--- src/rtl/pipe_pkg.sv ---
// Shared pipeline constants: exception codes, occupancy encodings and IF/ID payload layout.
package pipe_pkg;

  localparam int unsigned EXC_W_DEF = 4;

  localparam logic [EXC_W_DEF-1:0] EXC_INSTR_MISALIGN = 4'h0;
  localparam logic [EXC_W_DEF-1:0] EXC_INSTR_FAULT    = 4'h1;
  localparam logic [EXC_W_DEF-1:0] EXC_ILLEGAL_INSTR  = 4'h2;
  localparam logic [EXC_W_DEF-1:0] EXC_NONE           = 4'hF;

  typedef enum logic [1:0] {
    OCC_EMPTY = 2'd0,
    OCC_ONE   = 2'd1,
    OCC_FULL  = 2'd2
  } occ_e;

  // IF/ID payload: {instr, pc, pc+4}, 32 bits each
  localparam int unsigned FIELD_W   = 32;
  localparam int unsigned INSTR_LSB = 64;
  localparam int unsigned PC_LSB    = 32;
  localparam int unsigned PC_P4_LSB = 0;
  localparam int unsigned IF_ID_W   = 96;

  function automatic logic [IF_ID_W-1:0] pack_if_id(input logic [FIELD_W-1:0] instr,
                                                    input logic [FIELD_W-1:0] pc);
    logic [IF_ID_W-1:0] word;
    word = '0;
    word[INSTR_LSB +: FIELD_W] = instr;
    word[PC_LSB    +: FIELD_W] = pc;
    word[PC_P4_LSB +: FIELD_W] = pc + 32'd4;
    return word;
  endfunction

endpackage

--- src/rtl/pipe_skid_entry.sv ---
// One valid/data/exc register slot with synchronous clear (priority) and load.
module pipe_skid_entry
  import pipe_pkg::*;
#(
  parameter int unsigned          DATA_W   = 96,
  parameter int unsigned          EXC_W    = 4,
  parameter logic [EXC_W-1:0]     EXC_NONE = EXC_W'(pipe_pkg::EXC_NONE)
) (
  input  logic              i_clk,
  input  logic              i_rst,
  input  logic              i_clr,
  input  logic              i_load,
  input  logic [DATA_W-1:0] i_data,
  input  logic [EXC_W-1:0]  i_exc,
  output logic              o_valid,
  output logic [DATA_W-1:0] o_data,
  output logic [EXC_W-1:0]  o_exc
);

  logic              valid_q;
  logic [DATA_W-1:0] data_q;
  logic [EXC_W-1:0]  exc_q;

  always_ff @(posedge i_clk) begin
    if (i_rst || i_clr) begin
      valid_q <= 1'b0;
      data_q  <= '0;
      exc_q   <= EXC_NONE;
    end else if (i_load) begin
      valid_q <= 1'b1;
      data_q  <= i_data;
      exc_q   <= i_exc;
    end
  end

  assign o_valid = valid_q;
  assign o_data  = data_q;
  assign o_exc   = exc_q;

endmodule

--- src/rtl/pipe_skid_stage.sv ---
// Elastic inter-stage register: 2-entry skid buffer with registered upstream ready.
// Optional perf counters enabled by defining PIPE_SKID_STAGE_PERF_EN.
module pipe_skid_stage
  import pipe_pkg::*;
#(
  parameter int unsigned      DATA_W         = 96,
  parameter int unsigned      EXC_W          = 4,
  parameter logic [EXC_W-1:0] EXC_NONE       = EXC_W'(pipe_pkg::EXC_NONE),
  parameter bit               ZERO_ON_BUBBLE = 1'b1
) (
  input  logic              i_clk,
  input  logic              i_rst,
  input  logic              i_clk_en,
  input  logic              i_flush,
  input  logic              i_flush_exc,
  input  logic              i_valid_up,
  output logic              o_ready_up,
  input  logic [DATA_W-1:0] i_data_up,
  input  logic [EXC_W-1:0]  i_exc_up,
  output logic              o_valid_dn,
  input  logic              i_ready_dn,
  output logic [DATA_W-1:0] o_data_dn,
  output logic [EXC_W-1:0]  o_exc_dn,
  output logic [1:0]        o_occupancy
`ifdef PIPE_SKID_STAGE_PERF_EN
  ,
  output logic [31:0]       o_stall_cnt,
  output logic [31:0]       o_flush_cnt
`endif
);

  occ_e              occ_q;
  logic              flush;
  logic              acc;
  logic              pop;
  logic [DATA_W-1:0] up_data;

  logic              head_valid, head_load, head_clr;
  logic [DATA_W-1:0] head_data, head_data_in;
  logic [EXC_W-1:0]  head_exc, head_exc_in;
  logic              skid_valid, skid_load, skid_clr;
  logic [DATA_W-1:0] skid_data;
  logic [EXC_W-1:0]  skid_exc;

  assign flush = i_flush | i_flush_exc;
  assign acc   = i_clk_en & i_valid_up & ~skid_valid;
  assign pop   = i_clk_en & head_valid & i_ready_dn;

  // Faulting beats travel as tagged NOPs: payload dropped, code kept
  assign up_data = (i_exc_up != EXC_NONE) ? '0 : i_data_up;

  // Skid is only ever occupied while upstream is blocked, so acc and a skid refill never coincide
  assign head_load    = (acc & (~head_valid | pop)) | (skid_valid & pop);
  assign head_clr     = flush | (pop & ~acc & ~skid_valid);
  assign head_data_in = skid_valid ? skid_data : up_data;
  assign head_exc_in  = skid_valid ? skid_exc : i_exc_up;
  assign skid_load    = acc & head_valid & ~pop;
  assign skid_clr     = flush | (skid_valid & pop);

  pipe_skid_entry #(
    .DATA_W   (DATA_W),
    .EXC_W    (EXC_W),
    .EXC_NONE (EXC_NONE)
  ) u_head (
    .i_clk   (i_clk),
    .i_rst   (i_rst),
    .i_clr   (head_clr),
    .i_load  (head_load),
    .i_data  (head_data_in),
    .i_exc   (head_exc_in),
    .o_valid (head_valid),
    .o_data  (head_data),
    .o_exc   (head_exc)
  );

  pipe_skid_entry #(
    .DATA_W   (DATA_W),
    .EXC_W    (EXC_W),
    .EXC_NONE (EXC_NONE)
  ) u_skid (
    .i_clk   (i_clk),
    .i_rst   (i_rst),
    .i_clr   (skid_clr),
    .i_load  (skid_load),
    .i_data  (up_data),
    .i_exc   (i_exc_up),
    .o_valid (skid_valid),
    .o_data  (skid_data),
    .o_exc   (skid_exc)
  );

  always_ff @(posedge i_clk) begin
    if (i_rst || flush) begin
      occ_q <= OCC_EMPTY;
    end else if (i_clk_en) begin
      unique case (occ_q)
        OCC_EMPTY: if (acc) occ_q <= OCC_ONE;
        OCC_ONE: begin
          if (acc && !pop)      occ_q <= OCC_FULL;
          else if (!acc && pop) occ_q <= OCC_EMPTY;
        end
        OCC_FULL:  if (pop) occ_q <= OCC_ONE;
        default:   occ_q <= OCC_EMPTY;
      endcase
    end
  end

  assign o_occupancy = occ_q;
  assign o_ready_up  = ~skid_valid;
  assign o_valid_dn  = head_valid;

  always_comb begin
    o_data_dn = head_data;
    o_exc_dn  = head_exc;
    if (ZERO_ON_BUBBLE && !head_valid) begin
      o_data_dn = '0;
      o_exc_dn  = EXC_NONE;
    end
  end

`ifdef PIPE_SKID_STAGE_PERF_EN
  logic [31:0] stall_cnt_q;
  logic [31:0] flush_cnt_q;

  always_ff @(posedge i_clk) begin
    if (i_rst) begin
      stall_cnt_q <= '0;
      flush_cnt_q <= '0;
    end else begin
      if (i_clk_en && head_valid && !i_ready_dn && (stall_cnt_q != 32'hFFFF_FFFF)) begin
        stall_cnt_q <= stall_cnt_q + 32'd1;
      end
      if (flush && (occ_q != OCC_EMPTY) && (flush_cnt_q != 32'hFFFF_FFFF)) begin
        flush_cnt_q <= flush_cnt_q + 32'd1;
      end
    end
  end

  assign o_stall_cnt = stall_cnt_q;
  assign o_flush_cnt = flush_cnt_q;
`endif

endmodule

--- config.mk ---
export PLATFORM = sky130hd
export DESIGN_NAME = pipe_skid_stage
export DESIGN_NICKNAME = d
export VERILOG_FILES = /design/src/rtl/pipe_pkg.sv /design/src/rtl/pipe_skid_entry.sv /design/src/rtl/pipe_skid_stage.sv
export SDC_FILE = /design/constraint.sdc
export NUM_CORES = 1
export LEC_CHECK = 0
export CAP_MARGIN = 10
export CORE_ASPECT_RATIO = 1.1
export CORE_MARGIN = 10
export CORE_UTILIZATION = 56
export DETAILED_ROUTE_END_ITERATION = 16
export PLACE_DENSITY = 0.86
export REMOVE_ABC_BUFFERS = 1
export SLEW_MARGIN = 20
export SYNTH_ARGS = -nofsm -noshare
export SYNTH_HDL_FRONTEND = slang
export SYNTH_HIERARCHICAL = 1
export SYNTH_SLANG_ARGS = --single-unit
--- constraint.sdc ---
create_clock -name i_clk -period 4.75 [get_ports i_clk]
set_input_delay 0.95 -clock i_clk [delete_from_list [all_inputs] [get_ports i_clk]]
set_output_delay 0.95 -clock i_clk [all_outputs]
set_load 0.005 [all_outputs]
; Yosys cells after proc, flatten, opt, wreduce, memory -nomap -nowiden
; Cells that the tools add are included.
[word_totals]
romBits = 0
n_memories = 0
mem_bits_rw = 0
in_bits = 107
regBits = 204
wordCells = 51
latch_bits = 0
[classes]
n_lt_le_gt_ge = 0
n_div = 0
addsub = 0
reduce_logical = 9
mul = 0
eq_ne = 6
n_mux = 10
n_bitwise = 19
shifts = 0
[ops]
columns = cell, n
row1 = two-way mux 96 bit, 3
row2 = bitwise AND 1 bit, 10
row3 = two-way mux 2 bit, 4
row4 = two-way mux 4 bit, 2
row5 = one-hot mux 2 bit (3 select lines), 1
row6 = OR 1 bit, 5
row7 = "inequality test 2 bit, second input constant", 2
row8 = "inequality test 4 bit, second input constant", 1
row9 = NOT 1 bit, 4
row10 = AND reduction 4 bit, 1
row11 = logical OR 1 bit, 3
row12 = "inequality test 3 bit, second input constant", 1
row13 = "equality test 2 x 1 -> 1 bit, second input constant", 1
row14 = "equality test 2 bit, second input constant", 1
row15 = logical AND 1 bit, 2
row16 = logical NOT 1 bit, 2
row17 = logical NOT 2 bit, 1

; Depth between registers and ports, before layout
[logic_depth]
word_depth = 7
mapped_depth = 10
depth_no_buf = 6

; Cells and area by module
; Netlist, hierarchy kept.
[modules_own_cells]
columns = mod, seq_area_each_um2, cells_per_inst, area_each_um2, n_inst
row1 = pipe_skid_entry, 2021.9, 327, 3590.9, 2
row2 = pipe_skid_stage, 40.0, 355, 2991.6, 1

; Worst setup path after synthesis
; No wires, ideal clock.
[synth_path]
kind = in2reg
from = input i_ready_dn
to = register u_head.data_q[68], in the netlist u_head/o_data[68]
path_stages = 8
setup_ns = 0.114
setup_slack_ns = 2.438
arrival_ns = 2.197
cell_sequence = and3_1 > inv_1 > and2_1 > o21ai_0 > buf_4 > buf_2 > mux2i_1 > nor2_1
[synth_between]
elab_cells_between_ends = 9
cone_classes = 8 x bitwise / 1 x reduce/logical
[synth_rtl]
columns = item, line
row1 = start: declaration, pipe_skid_stage.sv:21  ; input logic i_ready_dn,
row2 = bitwise AND 1 bit (*), pipe_skid_stage.sv:47  ; assign pop = i_clk_en & head_valid & i_ready_dn;
row3 = OR 1 bit, pipe_skid_stage.sv:53  ; assign head_load = (acc & (~head_valid | pop)) | (skid_valid & pop);
row4 = bitwise AND 1 bit, pipe_skid_stage.sv:53
row5 = OR 1 bit (*), pipe_skid_stage.sv:53
row6 = net head_load, pipe_skid_stage.sv:38  ; logic head_valid, head_load, head_clr;
row7 = end signal: assignment, pipe_skid_entry.sv:31  ; data_q <= i_data;
row8 = end: declaration, pipe_skid_entry.sv:21  ; logic [DATA_W-1:0] data_q;
; Mark *: on every way through the listed nets, which the timed path passes. The rest lies on a longest branch.
; A chain may end at the register's enable or synchronous reset.

; Worst setup path after layout
[layout_path]
from = register u_head.valid_q, in the netlist u_head/o_valid
to = output o_data_dn[75]
[layout_between]
elab_chain_cells = 1
[layout_lines]
columns = item, line
row1 = start: declaration, pipe_skid_entry.sv:20  ; logic valid_q;
row2 = start signal: assignment, pipe_skid_entry.sv:26  ; valid_q <= 1'b0;
row3 = start signal: assignment, pipe_skid_entry.sv:30  ; valid_q <= 1'b1;
row4 = two-way mux 96 bit, pipe_skid_stage.sv:115  ; if (ZERO_ON_BUBBLE && !head_valid) begin
row5 = end: declaration, pipe_skid_stage.sv:22  ; output logic [DATA_W-1:0] o_data_dn,
; Every way passes these cells.

==> metrics.cfg <==
[run_status]
status = finished clean

[clock_tree]
hold_buffers = 0
cts_buffers = 21
path_clk_slew_ns = 0.06
cts_setup_buffers = 0
cts_resized = 0
root_buffer = clkbuf_16
clk_latency_ns = 0.49
cts_buffer_depth = 3
htree_num_levels = 1
cts_tree = yes
clkSinkCount = 204

[yosys]
ys_warn_count = 6
synthCells = 1009
synth-edff-count = 0
ys_seq_elements = 204
netlist_area_um2 = 10200
async_flop_share_pct = 0
synthTopCellsByArea = dfxtp_1, mux2i_1, and2_1, nor2_1, mux2_2
synth_top_area_share_pct = 40.1
ys_seq_area_share_pct = 40.1
synth_most_common_cell = dfxtp_1
avgSynthCellArea_um2 = 10.1
yosys.area.top_type = dfxtp_1
synth_cell_type_count = 30
ys.flop_type = dfxtp_1
synth_commonest_cells = dfxtp_1, mux2i_1, nor2_1, and2_1, mux2_2

[floorplanning]
initial_core_util_pct = 57.1
die_h_um = 161
die_x_um = 149
die_area_um2 = 24000
pin_count = 211
rows = 51
core-area_um2 = 17800

[pwr]
power_density_nw_per_um2 = 281
ir_worst_vdd_mv = 0.243
power_mw = 3.62
p_leak_nw = 4.76

[global_route]
antenna_found_initial = 2
grt_pass1_wl_mm = 39.4
grt.total_usage_pct = 19.5
grt_pass1_vias = 7597
grt_max_degree = 97
grt_overflow = 0

[critical_path]
critPathKind = flop to output pin
cp_max_fo = 60
end_kind = output pin
cp_data_required_time_ns = 3.80
crit_path_start_kind = flop
cp.arrival_ns = 2.55

[final_layout]
postLayoutCoreUtil_pct = 72.4
diodes = 0
drive_gt1_share_pct = 16.1
area_growth_pct = 26.7
fillCellCount = 1271
final_nets = 1285
final_cells = 1425

[drt]
wl_per_cell_um = 17.0
drt-total-wl_mm = 24.3
vias = 7356
first_pass_iters = 4
drc = 0
via_per_inst = 5.16
drt_iter0_drc = 308
ant_nets = 0

[timing]
finalCritPeriodShare_pct = 73.7
finClkSkew_ns = 0.0152
worst_slew_pin_slew_ns = 1.00
fin_ws_ns = 1.25
setup_viol = 0
rsz0062_at_grt = false
layout_min_cycle_time_ns = 3.50
tns_ns = 0
hold_viol = 0
max_freq_ghz = 0.286
drv_slew = 0
relSlewSlack_pct = 33.3

[placed_design]
place_hpwl_mm = 15.8
io_buffers = 210
dp.cells = 1391
place.gp.congestion = 0.765
post-place-ws_ns = 1.48

[hold_path]
hold_path.class = flop to flop

[flow_run]
cap_viol_max_count = 0

registers in the layout (all words and copies together), names as in the netlist:
signal          cells
u_head/o_data      96
u_skid/o_data      96
u_head/o_exc        4
u_skid/o_exc        4
o_occupancy         2
u_head/o_valid      1
u_skid/o_valid      1
layout by cell type, fill, tap and decap left out, types with 2 or more instances in the layout:
cell and n:
clkbuf_8 4, clkdlybuf4s50_1 210, ha_1 2, nor2_1 199
mux2_4 40, buf_4 6, or2_4 2, bufinv_16 3
and2_4 41, mux2i_1 201, nand2_1 12, and2_1 153
clkbuf_16 21, dfxtp_1 203, nand2b_1 4, mux2_2 60
buf_12 4, inv_1 3, clkinv_2 4
critical path, cell delays in order (launching register included):
cell	delay, ns
dfxtp_2	0.99
buf_4	0.39
and2_1	0.19
clkdlybuf4s50_1	0.52
routing by layer:
layer	part of all wire (%)	routed length (µm)	up-vias	global-route usage, %
li1	-	-	3641	-
met1	42	10100	3514	22.4
met4	1.1	259	4	3.61
met3	7.0	1690	26	5.45
met5	0.14	33	-	0
met2	50	12200	171	35.2
power by group:
part / switching (mW) / internal, mW / total, mW
registers: 0.00342 / 1.71 / 1.72
logic: 0.0908 / 0.134 / 0.225
clock network: 0.650 / 1.03 / 1.68
total: 0.744 / 2.88 / 3.62
final timing paths:
path	from	to	slack [ns]	cells after the start
min reg2reg	u_head/o_exc[1]	u_head/o_exc[1]	0.47	2
max reg2reg	u_head/o_valid	u_head/o_data[54]	1.79	7
max	u_head/o_valid	o_data_dn[75]	1.25	3
min	u_head/o_exc[1]	u_head/o_exc[1]	0.47	2
layout make-up:
cell class | instances | area, µm² | share of cell area, %
clock buffer | 26 | 584 | 4.53
clock inverter | 8 | 119 | 0.922
inverter | 4 | 17.5 | 0.136
multi-input combinational | 725 | 5560 | 43.1
sequential | 204 | 4090 | 31.7
tap | 238 | 298 | 2.31
timing repair buffer | 220 | 2230 | 17.3
per-stage QoR:
stage | cell area (µm²) | hold WS (ns)
floorplan | 9640 | 0.431
global placement | 12200 | 0.447
detailed placement | 12200 | 0.455
CTS | 12900 | 0.474
global route | 12900 | 0.504
finish | 12900 | 0.474
kinds of logic (layout without fill, tap and decap cells):
family / Yosys count / count (layout) / share of synthesized area, %
mux: 301 / 301 / 32.3
compound gates: 5 / 5 / 0.381
flops: 204 / 204 / 40.1
buf+inv: 80 / 258 / 5.40
simple gates: 417 / 417 / 21.5
fa+ha+maj: 2 / 2 / 0.246
(Power assumes the default switching activity.)
